`src/rtl/fir_coef_loader_if.sv`:
```
// Valid/ready word port carrying coefficient frames from the control path to the loader.
interface fir_coef_loader_if #(
  parameter int DATA_W = 16
);
  logic              load_valid;
  logic [DATA_W-1:0] load_data;
  logic              load_ready;

  modport master (output load_valid, output load_data, input load_ready);
  modport slave  (input load_valid, input load_data, output load_ready);
endinterface

```
`src/rtl/fir_coef_loader.sv`:
```
// Coefficient loader for the 17-tap symmetric FIR: receives header + 9 coefficients + checksum,
// verifies the frame and commits all nine taps on one sample strobe so the filter never sees a mixed set.
module fir_coef_loader #(
  parameter int                DATA_W       = 16,
  parameter logic [DATA_W-1:0] HEADER       = 16'hC0EF,
  parameter logic [DATA_W-1:0] RESET_CENTER = 16'hFFFF
) (
  input  logic              clk,
  input  logic              rst,
  fir_coef_loader_if.slave  load,
  input  logic              sample_strobe,
  output logic [DATA_W-1:0] h0,
  output logic [DATA_W-1:0] h1,
  output logic [DATA_W-1:0] h2,
  output logic [DATA_W-1:0] h3,
  output logic [DATA_W-1:0] h4,
  output logic [DATA_W-1:0] h5,
  output logic [DATA_W-1:0] h6,
  output logic [DATA_W-1:0] h7,
  output logic [DATA_W-1:0] h8,
  output logic              busy,
  output logic              done,
  output logic              error
);

  localparam int NTAPS = 9;

  typedef enum logic [1:0] {
    S_IDLE,
    S_LOAD,
    S_CHECK,
    S_PENDING
  } state_t;

  state_t            r_state;
  logic [3:0]        r_cnt;
  logic [DATA_W-1:0] r_sum;
  logic [DATA_W-1:0] r_shadow [NTAPS];
  logic [DATA_W-1:0] r_h      [NTAPS];
  logic              r_ready;
  logic              r_busy;
  logic              r_done;
  logic              r_error;
  logic              w_accept;

  // Checksum is a plain 16-bit sum that wraps.
  function automatic logic [DATA_W-1:0] sum_wrap(input logic [DATA_W-1:0] a,
                                                 input logic [DATA_W-1:0] b);
    logic [DATA_W-1:0] s;
    s = a + b;
    return s;
  endfunction

  assign w_accept = load.load_valid && r_ready;

  always_ff @(posedge clk) begin
    if (rst) begin
      r_state <= S_IDLE;
      r_cnt   <= '0;
      r_sum   <= '0;
      r_ready <= 1'b1;
      r_busy  <= 1'b0;
      r_done  <= 1'b0;
      r_error <= 1'b0;
      for (int i = 0; i < NTAPS; i++) begin
        r_shadow[i] <= '0;
        r_h[i]      <= '0;
      end
      r_h[NTAPS-1] <= RESET_CENTER;
    end else begin
      r_done  <= 1'b0;
      r_error <= 1'b0;
      case (r_state)
        S_IDLE: begin
          if (w_accept && load.load_data == HEADER) begin
            r_state <= S_LOAD;
            r_cnt   <= '0;
            r_sum   <= '0;
            r_busy  <= 1'b1;
          end
        end
        S_LOAD: begin
          // A word equal to HEADER here is coefficient data, not a restart.
          if (w_accept) begin
            r_shadow[r_cnt] <= load.load_data;
            r_sum           <= sum_wrap(r_sum, load.load_data);
            if (r_cnt == 4'(NTAPS - 1)) begin
              r_state <= S_CHECK;
            end else begin
              r_cnt <= r_cnt + 4'd1;
            end
          end
        end
        S_CHECK: begin
          if (w_accept) begin
            if (load.load_data == r_sum) begin
              r_state <= S_PENDING;
              r_ready <= 1'b0;
            end else begin
              r_state <= S_IDLE;
              r_error <= 1'b1;
              r_busy  <= 1'b0;
            end
          end
        end
        S_PENDING: begin
          // All nine taps move on the same strobe edge.
          if (sample_strobe) begin
            for (int i = 0; i < NTAPS; i++) begin
              r_h[i] <= r_shadow[i];
            end
            r_state <= S_IDLE;
            r_ready <= 1'b1;
            r_busy  <= 1'b0;
            r_done  <= 1'b1;
          end
        end
        default: begin
          r_state <= S_IDLE;
          r_ready <= 1'b1;
          r_busy  <= 1'b0;
        end
      endcase
    end
  end

  assign load.load_ready = r_ready;
  assign busy  = r_busy;
  assign done  = r_done;
  assign error = r_error;
  assign h0 = r_h[0];
  assign h1 = r_h[1];
  assign h2 = r_h[2];
  assign h3 = r_h[3];
  assign h4 = r_h[4];
  assign h5 = r_h[5];
  assign h6 = r_h[6];
  assign h7 = r_h[7];
  assign h8 = r_h[8];

endmodule

```
`src/flat_wrapper.sv`:
```
// flat-port wrapper written by rule: the top's interface ports become plain ports
module fir_coef_loader_flat 
#(
  parameter int                DATA_W       = 16,
  parameter logic [DATA_W-1:0] HEADER       = 16'hC0EF,
  parameter logic [DATA_W-1:0] RESET_CENTER = 16'hFFFF
)
  (clk, rst, sample_strobe, h0, h1, h2, h3, h4, h5, h6, h7, h8, busy, done, error, load_load_valid, load_load_data, load_load_ready);
  fir_coef_loader_if #(.DATA_W(DATA_W)) load_i ();
  input  logic clk;
  input  logic rst;
  input  logic sample_strobe;
  output logic [DATA_W-1:0] h0;
  output logic [DATA_W-1:0] h1;
  output logic [DATA_W-1:0] h2;
  output logic [DATA_W-1:0] h3;
  output logic [DATA_W-1:0] h4;
  output logic [DATA_W-1:0] h5;
  output logic [DATA_W-1:0] h6;
  output logic [DATA_W-1:0] h7;
  output logic [DATA_W-1:0] h8;
  output logic busy;
  output logic done;
  output logic error;
  input wire logic [$bits(load_i.load_valid)-1:0] load_load_valid;
  input wire logic [$bits(load_i.load_data)-1:0] load_load_data;
  output wire logic [$bits(load_i.load_ready)-1:0] load_load_ready;
  assign load_i.load_valid = load_load_valid;
  assign load_i.load_data = load_load_data;
  assign load_load_ready = load_i.load_ready;
  fir_coef_loader #(.DATA_W(DATA_W), .HEADER(HEADER), .RESET_CENTER(RESET_CENTER)) u_core (.clk(clk), .rst(rst), .load(load_i), .sample_strobe(sample_strobe), .h0(h0), .h1(h1), .h2(h2), .h3(h3), .h4(h4), .h5(h5), .h6(h6), .h7(h7), .h8(h8), .busy(busy), .done(done), .error(error));
endmodule
```
`config.mk`:
```
export PLATFORM = sky130hd
export DESIGN_NAME = fir_coef_loader_flat
export DESIGN_NICKNAME = d
export VERILOG_FILES = /design/src/rtl/fir_coef_loader_if.sv /design/src/rtl/fir_coef_loader.sv /design/src/flat_wrapper.sv
export SDC_FILE = /design/constraint.sdc
export NUM_CORES = 1
export LEC_CHECK = 0
export CAP_MARGIN = 30
export CORE_ASPECT_RATIO = 0.9
export CORE_MARGIN = 3
export CORE_UTILIZATION = 40
export DETAILED_ROUTE_END_ITERATION = 10
export PLACE_DENSITY = 0.59
export SKIP_LAST_GASP = 1
export SLEW_MARGIN = 10
export SYNTH_ARGS = -nofsm -noshare
export SYNTH_HDL_FRONTEND = slang
export SYNTH_SLANG_ARGS = --single-unit
```
`constraint.sdc`:
```
create_clock -name clk -period 4.4 [get_ports clk]
set_clock_uncertainty 0.05 [all_clocks]
set_input_delay 0.88 -clock clk [delete_from_list [all_inputs] [get_ports clk]]
set_output_delay 0.88 -clock clk [all_outputs]
set_load 0.01 [all_outputs]
```
# [After elaboration in Yosys (flattened, before gate mapping)]
# Memory sizes are Yosys's and may differ from the RTL's.
# Cells that the tools add are included.
# W data, S select, Z words.
[word_totals] regBits=26 latchBits=0 mem_bits_rw=288 rom_bits=0 input_bits=20 out_inout_bits=148 elab_cells=97 mem_count=2
[mem_list] name="u_core.r_h" words=9 width=16 read_ports=9 rd_ports_with_merged_regs=0 write_ports=9 line="fir_coef_loader.sv:39" source="logic [DATA_W-1:0] r_h [NTAPS];"
[mem_list] name="u_core.r_shadow" words=9 width=16 read_ports=9 rd_ports_with_merged_regs=0 write_ports=9 line="fir_coef_loader.sv:38" source="logic [DATA_W-1:0] r_shadow [NTAPS];"
[op_classes] add_sub_neg=2 multipliers=0 div_mod_pow=0 n_lt_le_gt_ge=0 eq_ne=14 n_shift=0 muxes=47 bitwise=12 reduce_logical=13
[op_table] cell="$mux W16" n=13
[op_table] cell="$pmux W16 S2" n=1
[op_table] cell="$mux W1" n=19
[op_table] cell="$add A16 B16 Y16" n=1
[op_table] cell="$eq A16 B16 Y1" n=1
[op_table] cell="$eq A16 B16 Y1 const B" n=1
[op_table] cell="$mux W4" n=4
[op_table] cell="$reduce_or A16 Y1" n=1
[op_table] cell="$mux W2" n=6
[op_table] cell="$ne A2 B1 Y1 const B" n=5
[op_table] cell="$or A1 B1 Y1" n=10
[op_table] cell="$reduce_and A5 Y1" n=2
[op_table] cell="$pmux W2 S4" n=1
[op_table] cell="$pmux W4 S2" n=1
[op_table] cell="$reduce_and A4 Y1" n=2
[op_table] cell="$ne A2 B2 Y1 const B" n=3
[op_table] cell="$add A4 B1 Y4 const B" n=1
[op_table] cell="$eq A2 B2 Y1 const B" n=2
[op_table] cell="$eq A4 B4 Y1 const B" n=1
[op_table] cell="$reduce_bool A2 Y1" n=2
[op_table] cell="$pmux W1 S3" n=1
[op_table] cell="$reduce_and A3 Y1" n=1
[op_table] cell="$reduce_bool A3 Y1" n=1
[op_table] cell="$reduce_or A3 Y1" n=1
[op_table] cell="other kinds (5)" n=7

# [Longest topological paths before layout]
# Gate-level depths: netlist of run 1.
[logic_depth] word_depth=7 mapped_depth=10 ltp_nobuf=10

# [Worst setup path before layout of run 1]
# No wires, ideal clock.
[synth_path] path_kind="in2reg" startpoint="input port sample_strobe" endpoint="memory u_core.r_h[0][0], enable pin" arrival_time_ns=3.080 required_ns=3.907 setup_slack_ns=0.827 path_stages=3 n_path_buf=0 path_cell_list="nand2_1 > nor2_1 > or2_2"
[synth_lines] element="start, declared" line="flat_wrapper.sv:12" source="input logic sample_strobe;"
[synth_lines] element="end, declared" line="fir_coef_loader.sv:39"

==> metrics, run 1 <==
total power draw 6.48 mW; hold slack final 0.404 ns; Fin. Hold Viols 0; Post-synth EDFFs 288; Crit Path Class input port to flop; Setup Slack @ Placement 0.615 ns; Largest stage delay, worst path 0.60 ns; total track usage 17.3%; RSZ-0062 raised after global routing false; Detailed Route WL 29,800 um; n_diodes 0; total grt overflow 0; CP Launch Type input port; Fillers 2,628; DRC violations left 0; CTS buffer count 35; pwr/cell area 405 nW/um^2; first-pass GRT wire length 45,000 um; slowest CP cell or3_1; Worst-path clk slew 0.06 ns; cell area after synthesis 12,700 sq um; Final Setup Violations 0; critical hold path startpoint u_core.r_sum[13]$_SDFFE_PP0P_; Yosys reg bits 314; ys flop type edfxtp_1; Root Buffer Master clkbuf_16; crit-path max FO 17; Worst EP arrival 3.41 ns; antenna viol nets, final 0; post-CTS setup repair buffer count 0; vias in the first global route 7,296; layout cells sized above 1 8.81%; io pins 168; Die Area 33,900 sq um; Fmax achieved 303 MHz; vias per cell 4.92; CTS sink cnt 314; Post-Place Cells 1,423; FF-to-FF End u_core.r_shadow[5][6]$_SDFFCE_PN0P_; FFs w/ async S/R, synth 0%; Area Overhead vs Synth 26.3%; synth cell count leaders edfxtp_1, and2_1, and3_1; r2r startpoint u_core.r_state[0]$_SDFFE_PP0P_; Starting Density 40.8%; Worst Hold End u_core.r_sum[13]$_SDFFE_PP0P_; DP HPWL 19,100 um; synth warn 0; hold buffer count at CTS 0; CP cell instances clkdlybuf4s50_1 -> nand2_1 -> or3_1 -> nor2_1 -> and3_1 -> or2_2; Avg Inst Size Synth 14.6 sq um; initial antenna violation count 1; Skew-Pair Late Insertion Delay 0.50 ns; post-layout util 51.5%; Design Area, Final 16,000 sq um; post-route non-filler standard cell count 1,487; Worst Hold Class flop to flop; count of cell types in the netlist 52; clk buf depth 3; synth top area cells edfxtp_1, and2_1, dfxtp_1; post-layout min period 3.30 ns; Hold Path Stages 2; sequential share of the synthesized area 72.3%; largest net degree at the start of global routing 130; top-area cell type share of the netlist area 68.2%; Post-DP Area 14,900 sq um; die width 194 um; port bufs 167; DR WL/cell 20.0 um; relative slew slack 57.3%; top-count cell post-synth edfxtp_1; Detailed Routing Iterations Pass 1 4; DR iter-0 viols 721; Syn Nets 908; r2r setup slk 1.45 ns; Worst Tran Pin Value 0.640 ns; Post-layout nets 1,092; worst setup margin 1.10 ns; final critical-path share of the clock period 74.9%; die extent in y 175 um; routability congestion estimate from global placement 0.880; Vias 7,320; status finished, final reports clean; CTS tree built; Setup TNS 0 ns; Syn Inst Count 868; CTS H-Tree Depth 2; max-slew violation count 0; Max-Cap Viols 0; cell type with the largest total area after synthesis edfxtp_1; CP endpoint kind flop; CORE AREA 31,100 sq um; Site Rows 61; CTS resizes 0; Worst R2R Path Depth 5; WP data required 4.52 ns; leakage power 6.23 nW; worst vdd ir 0.000210 V
==> power breakdown <==
group          switching (mW)  internal [mW]  total, mW
Combinational           0.180          0.129      0.309
Clock                    1.15           1.65       2.80
Sequential             0.0303           3.34       3.37
Total                    1.36           5.12       6.48
==> per-layer routing <==
| metal | vias up | wire length (um) | GRT usage, % |
|---|---|---|---|
| li1 | 3499 | - | - |
| met1 | 3543 | 13800 | 24.8 |
| met2 | 231 | 13800 | 27.7 |
| met3 | 47 | 1580 | 3.12 |
| met4 | 0 | 595 | 4.52 |
| met5 | - | 0 | 0 |
==> critical path: cells and delay by family <==
family	cells	cell delay, ns
simple gates	5	1.97
buf+inv	1	0.54
==> flip-flops by register name, indices dropped and copies added, names as in the netlist <==
signal                  cells
u_core.busy                 1
u_core.done                 1
u_core.error                1
u_core.load.load_ready      1
u_core.r_cnt                4
u_core.r_h                144
u_core.r_shadow           144
u_core.r_state              2
u_core.r_sum               16
==> kinds of logic (layout without fill, tap and decap cells) <==
family                     count (synthesis)  count (layout)  share of synthesized area [%]
AOI/OAI and AO/OA                         87              87                           4.61
xor gates and xnor gates                  16              16                           1.11
adders and majority gates                 20              20                           2.03
buffers and inverters                     56             266                           1.94
DFF                                      314             314                           72.3
muxes                                      1               1                          0.118
and+or+nand+nor                          374             374                           17.9
==> cell usage in the layout (no fill, tap or decap), types with 3 or more instances in the layout <==
cell               n
a22oi_1            5
a31oi_1            4
xor2_1             8
nor4_1             4
nor2_1            24
nor2b_1            3
clkinv_1          10
or2_2              5
edfxtp_1         288
and3_1            71
a21oi_1           18
clkdlybuf4s50_1  166
buf_4             23
dfxtp_1           26
nand2b_1           4
nand2_1           23
o21ai_0           11
ha_1              19
nand4_1            4
nand3_1            4
o21ai_1            4
xnor2_1            8
clkbuf_16         37
nor4b_1            3
a21o_1            28
clkinv_2           6
o21a_1             3
and2_1           211
clkinvlp_4         3
inv_1             10
==> worst max path at each step <==
| stage | to | cells after the start | slack (ns) | start |
|---|---|---|---|---|
| CTS | u_core.r_shadow[6][13]$_SDFFCE_PN0P_ | 6 | 1.15 | load_load_valid |
| finish | u_core.r_shadow[5][6]$_SDFFCE_PN0P_ | 6 | 1.10 | load_load_valid |
| detailed placement | u_core.r_shadow[6][10]$_SDFFCE_PN0P_ | 6 | 0.61 | load_load_valid |
| floorplan | u_core.r_h[0][0]$_SDFFCE_PN0P_ | 3 | 0.83 | sample_strobe |
| global placement | u_core.r_shadow[6][10]$_SDFFCE_PN0P_ | 6 | 0.70 | load_load_valid |
| global route | u_core.r_shadow[6][13]$_SDFFCE_PN0P_ | 6 | 0.88 | load_load_valid |
==> layout make-up <==
class / count / area, sq um / share of cell area, %
well taps: 409 / 512 / 3.20
repair buffers: 193 / 1910 / 11.9
flip-flops and latches: 314 / 9170 / 57.3
clock inverters: 24 / 179 / 1.12
clock buffers: 39 / 933 / 5.83
multi-input cells: 498 / 3270 / 20.4
inverters: 10 / 37.5 / 0.235
Power figures use the tool's default switching activity.
==> inputs of run 2 (changes only) <==
- clock period: 4.4 -> 3.1 ns (I/O delays scaled with it)
==> run 2 against run 1 <==
Setup slack got worse by 0.61 ns. Die area unchanged. Core utilization increased by 1.3 points. Clock power increased by 48%. Clock-buffer cell count is the same. Register-to-register slack got worse by 0.60 ns. Power is 45% higher. Critical path depth rose by 3. Sequential cell count stayed put. Cell area increased by 2.4%. Critical endpoint is now u_core.r_sum[15]$_SDFFE_PP0P_.
==> metrics, run 2 (synthesized netlist as in run 1, its figures left out) <==
total power draw 9.40 mW (+45%); hold slack final 0.415 ns (+0.0116 ns); CORE AREA 31,100 sq um (unchanged); relative slew slack 63.1% (+5.8 points); Max-Cap Viols 0 (unchanged); CTS resizes 0 (unchanged); Crit Path Class input port to flop; Detailed Routing Iterations Pass 1 5 (+1); sequential share of power 50.9% (-1.1 points); Setup TNS 0 ns (unchanged); vias in the first global route 7,497 (+2.8%); die width 194 um (unchanged); DR WL/cell 20.5 um (+2.3%); CTS H-Tree Depth 2 (unchanged); Vias 7,533 (+2.9%); CTS buffer count 34 (-2.9%); layout cells sized above 1 11.9% (+3.1 points); commonest cells after routing, fill and taps aside edfxtp_1, and2_1, clkdlybuf4s50_1; Fmax achieved 384 MHz; Largest stage delay, worst path 0.52 ns (-0.08 ns); CP endpoint kind flop; Design Area, Final 16,400 sq um (+2.4%); die extent in y 175 um (unchanged); pwr/cell area 573 nW/um^2 (+41%); Setup Slack @ Placement -0.0325 ns (-0.647 ns); leakage power 6.47 nW (+3.8%); post-CTS setup repair buffer count 0 (unchanged); RSZ-0062 raised after global routing false; Internal Power 7.44 mW (+45%); Worst Hold Class flop to flop; io pins 168 (unchanged); largest net degree at the start of global routing 130 (unchanged); Skew-Pair Late Insertion Delay 0.51 ns (about the same); worst vdd ir 0.000368 V (+75%); WP data required 3.46 ns (-1.06 ns); post-layout util 52.8% (+1.3 points); Post-DP Area 15,300 sq um (+2.6%); hold buffer count at CTS 0 (unchanged); commonest non-fill, non-tap cell in the layout edfxtp_1; initial antenna violation count 3 (+2); DRC violations left 0 (unchanged); most frequent CP cell a21o_1; Area Overhead vs Synth 29.4%; Worst EP arrival 2.96 ns (-0.45 ns); final critical-path share of the clock period 83.9%; worst setup margin 0.499 ns (-0.606 ns); slowest CP cell clkdlybuf4s50_1; post-route non-filler standard cell count 1,529 (+2.8%); Psw 1.96 mW (+43%); port bufs 167 (unchanged); vias per cell 4.93 (about the same); Detailed Route WL 31,300 um (+5.2%); Fillers 2,651 (+0.88%); first-pass GRT wire length 47,200 um (+4.7%); total grt overflow 0 (unchanged); Starting Density 40.8% (unchanged); CTS sink cnt 314 (unchanged); routability congestion estimate from global placement 0.908 (+3.3%); sw frac 20.8% (-0.22 points); total track usage 18.3% (+0.98 points); Final Setup Violations 0 (unchanged); Site Rows 61 (unchanged); DR iter-0 viols 560 (-22%); Root Buffer Master clkbuf_16; Die Area 33,900 sq um (unchanged); antenna viol nets, final 0 (unchanged); largest registers u_core.r_h: 144 flops, u_core.r_shadow: 144 flops, u_core.r_sum: 16 flops; Fin. Hold Viols 0 (unchanged); CP Launch Type input port; DP HPWL 20,500 um (+7.2%); clk buf depth 3 (unchanged); post-layout min period 2.60 ns; clock power share 44.0% (+0.8 points); Gate power share 5.1% (+0.3 points); crit-path max FO 4 (-13); Post-Place Cells 1,466 (+3.0%); CTS tree built; CP cell instances clkdlybuf4s50_1 -> ha_1 -> and3_1 -> nand2_1 -> a21o_1 -> a211oi_1 -> o211ai_1 -> a21o_1 -> mux2_4; max-slew violation count 0 (unchanged); status finished, final reports clean; Post-layout nets 1,133 (+3.8%); Worst Tran Pin Value 0.553 ns (-0.0873 ns); Worst-path clk slew 0.07 ns (about the same)
-- run 2: path summary, 6_finish.rpt --
kind	start	to	slack, ns	cells after the start
max	load_load_data[6]	u_core.r_sum[15]$_SDFFE_PP0P_	0.50	9
min reg2reg	u_core.r_sum[14]$_SDFFE_PP0P_	u_core.r_sum[14]$_SDFFE_PP0P_	0.42	2
min	u_core.r_sum[14]$_SDFFE_PP0P_	u_core.r_sum[14]$_SDFFE_PP0P_	0.42	2
max reg2reg	u_core.r_sum[6]$_SDFFE_PP0P_	u_core.r_sum[15]$_SDFFE_PP0P_	0.85	8
-- run 2: power groups by stage --
stage	clock network, mW	logic (mW)	registers, mW
after global routing	4.40	0.510	4.79
after global placement	0	0.485	4.87
after detailed placement	0	0.486	4.87
after CTS	4.23	0.488	4.78
after floorplan	0	0.115	4.90
final	4.14	0.479	4.78
-- run 2: per-layer routing --
layer  GRT usage [%]  wire (um)
met1            26.6      14700
met2            28.5      14200
met3            3.45       1680
met4            5.33        778
met5               0         16
-- run 2: cell type report --
class	count	area, sq um	share of cell area [%]
sequential	314	9170	55.9
multi-input combinational	498	3270	19.9
timing repair buffer	235	2260	13.8
clock buffer	39	891	5.43
tap	409	512	3.12
clock inverter	23	253	1.54
inverter	10	37.5	0.229
antenna	1	2.50	0.0153
-- run 2: critical path, delay by kind of cell --
family | cells | cell delay [ns]
buffers and inverters | 1 | 0.52
multiplexers | 1 | 0.25
AND/OR/NAND/NOR | 2 | 0.34
adder cells (fa/ha/maj) | 1 | 0.39
AO/OA/AOI/OAI | 4 | 0.84
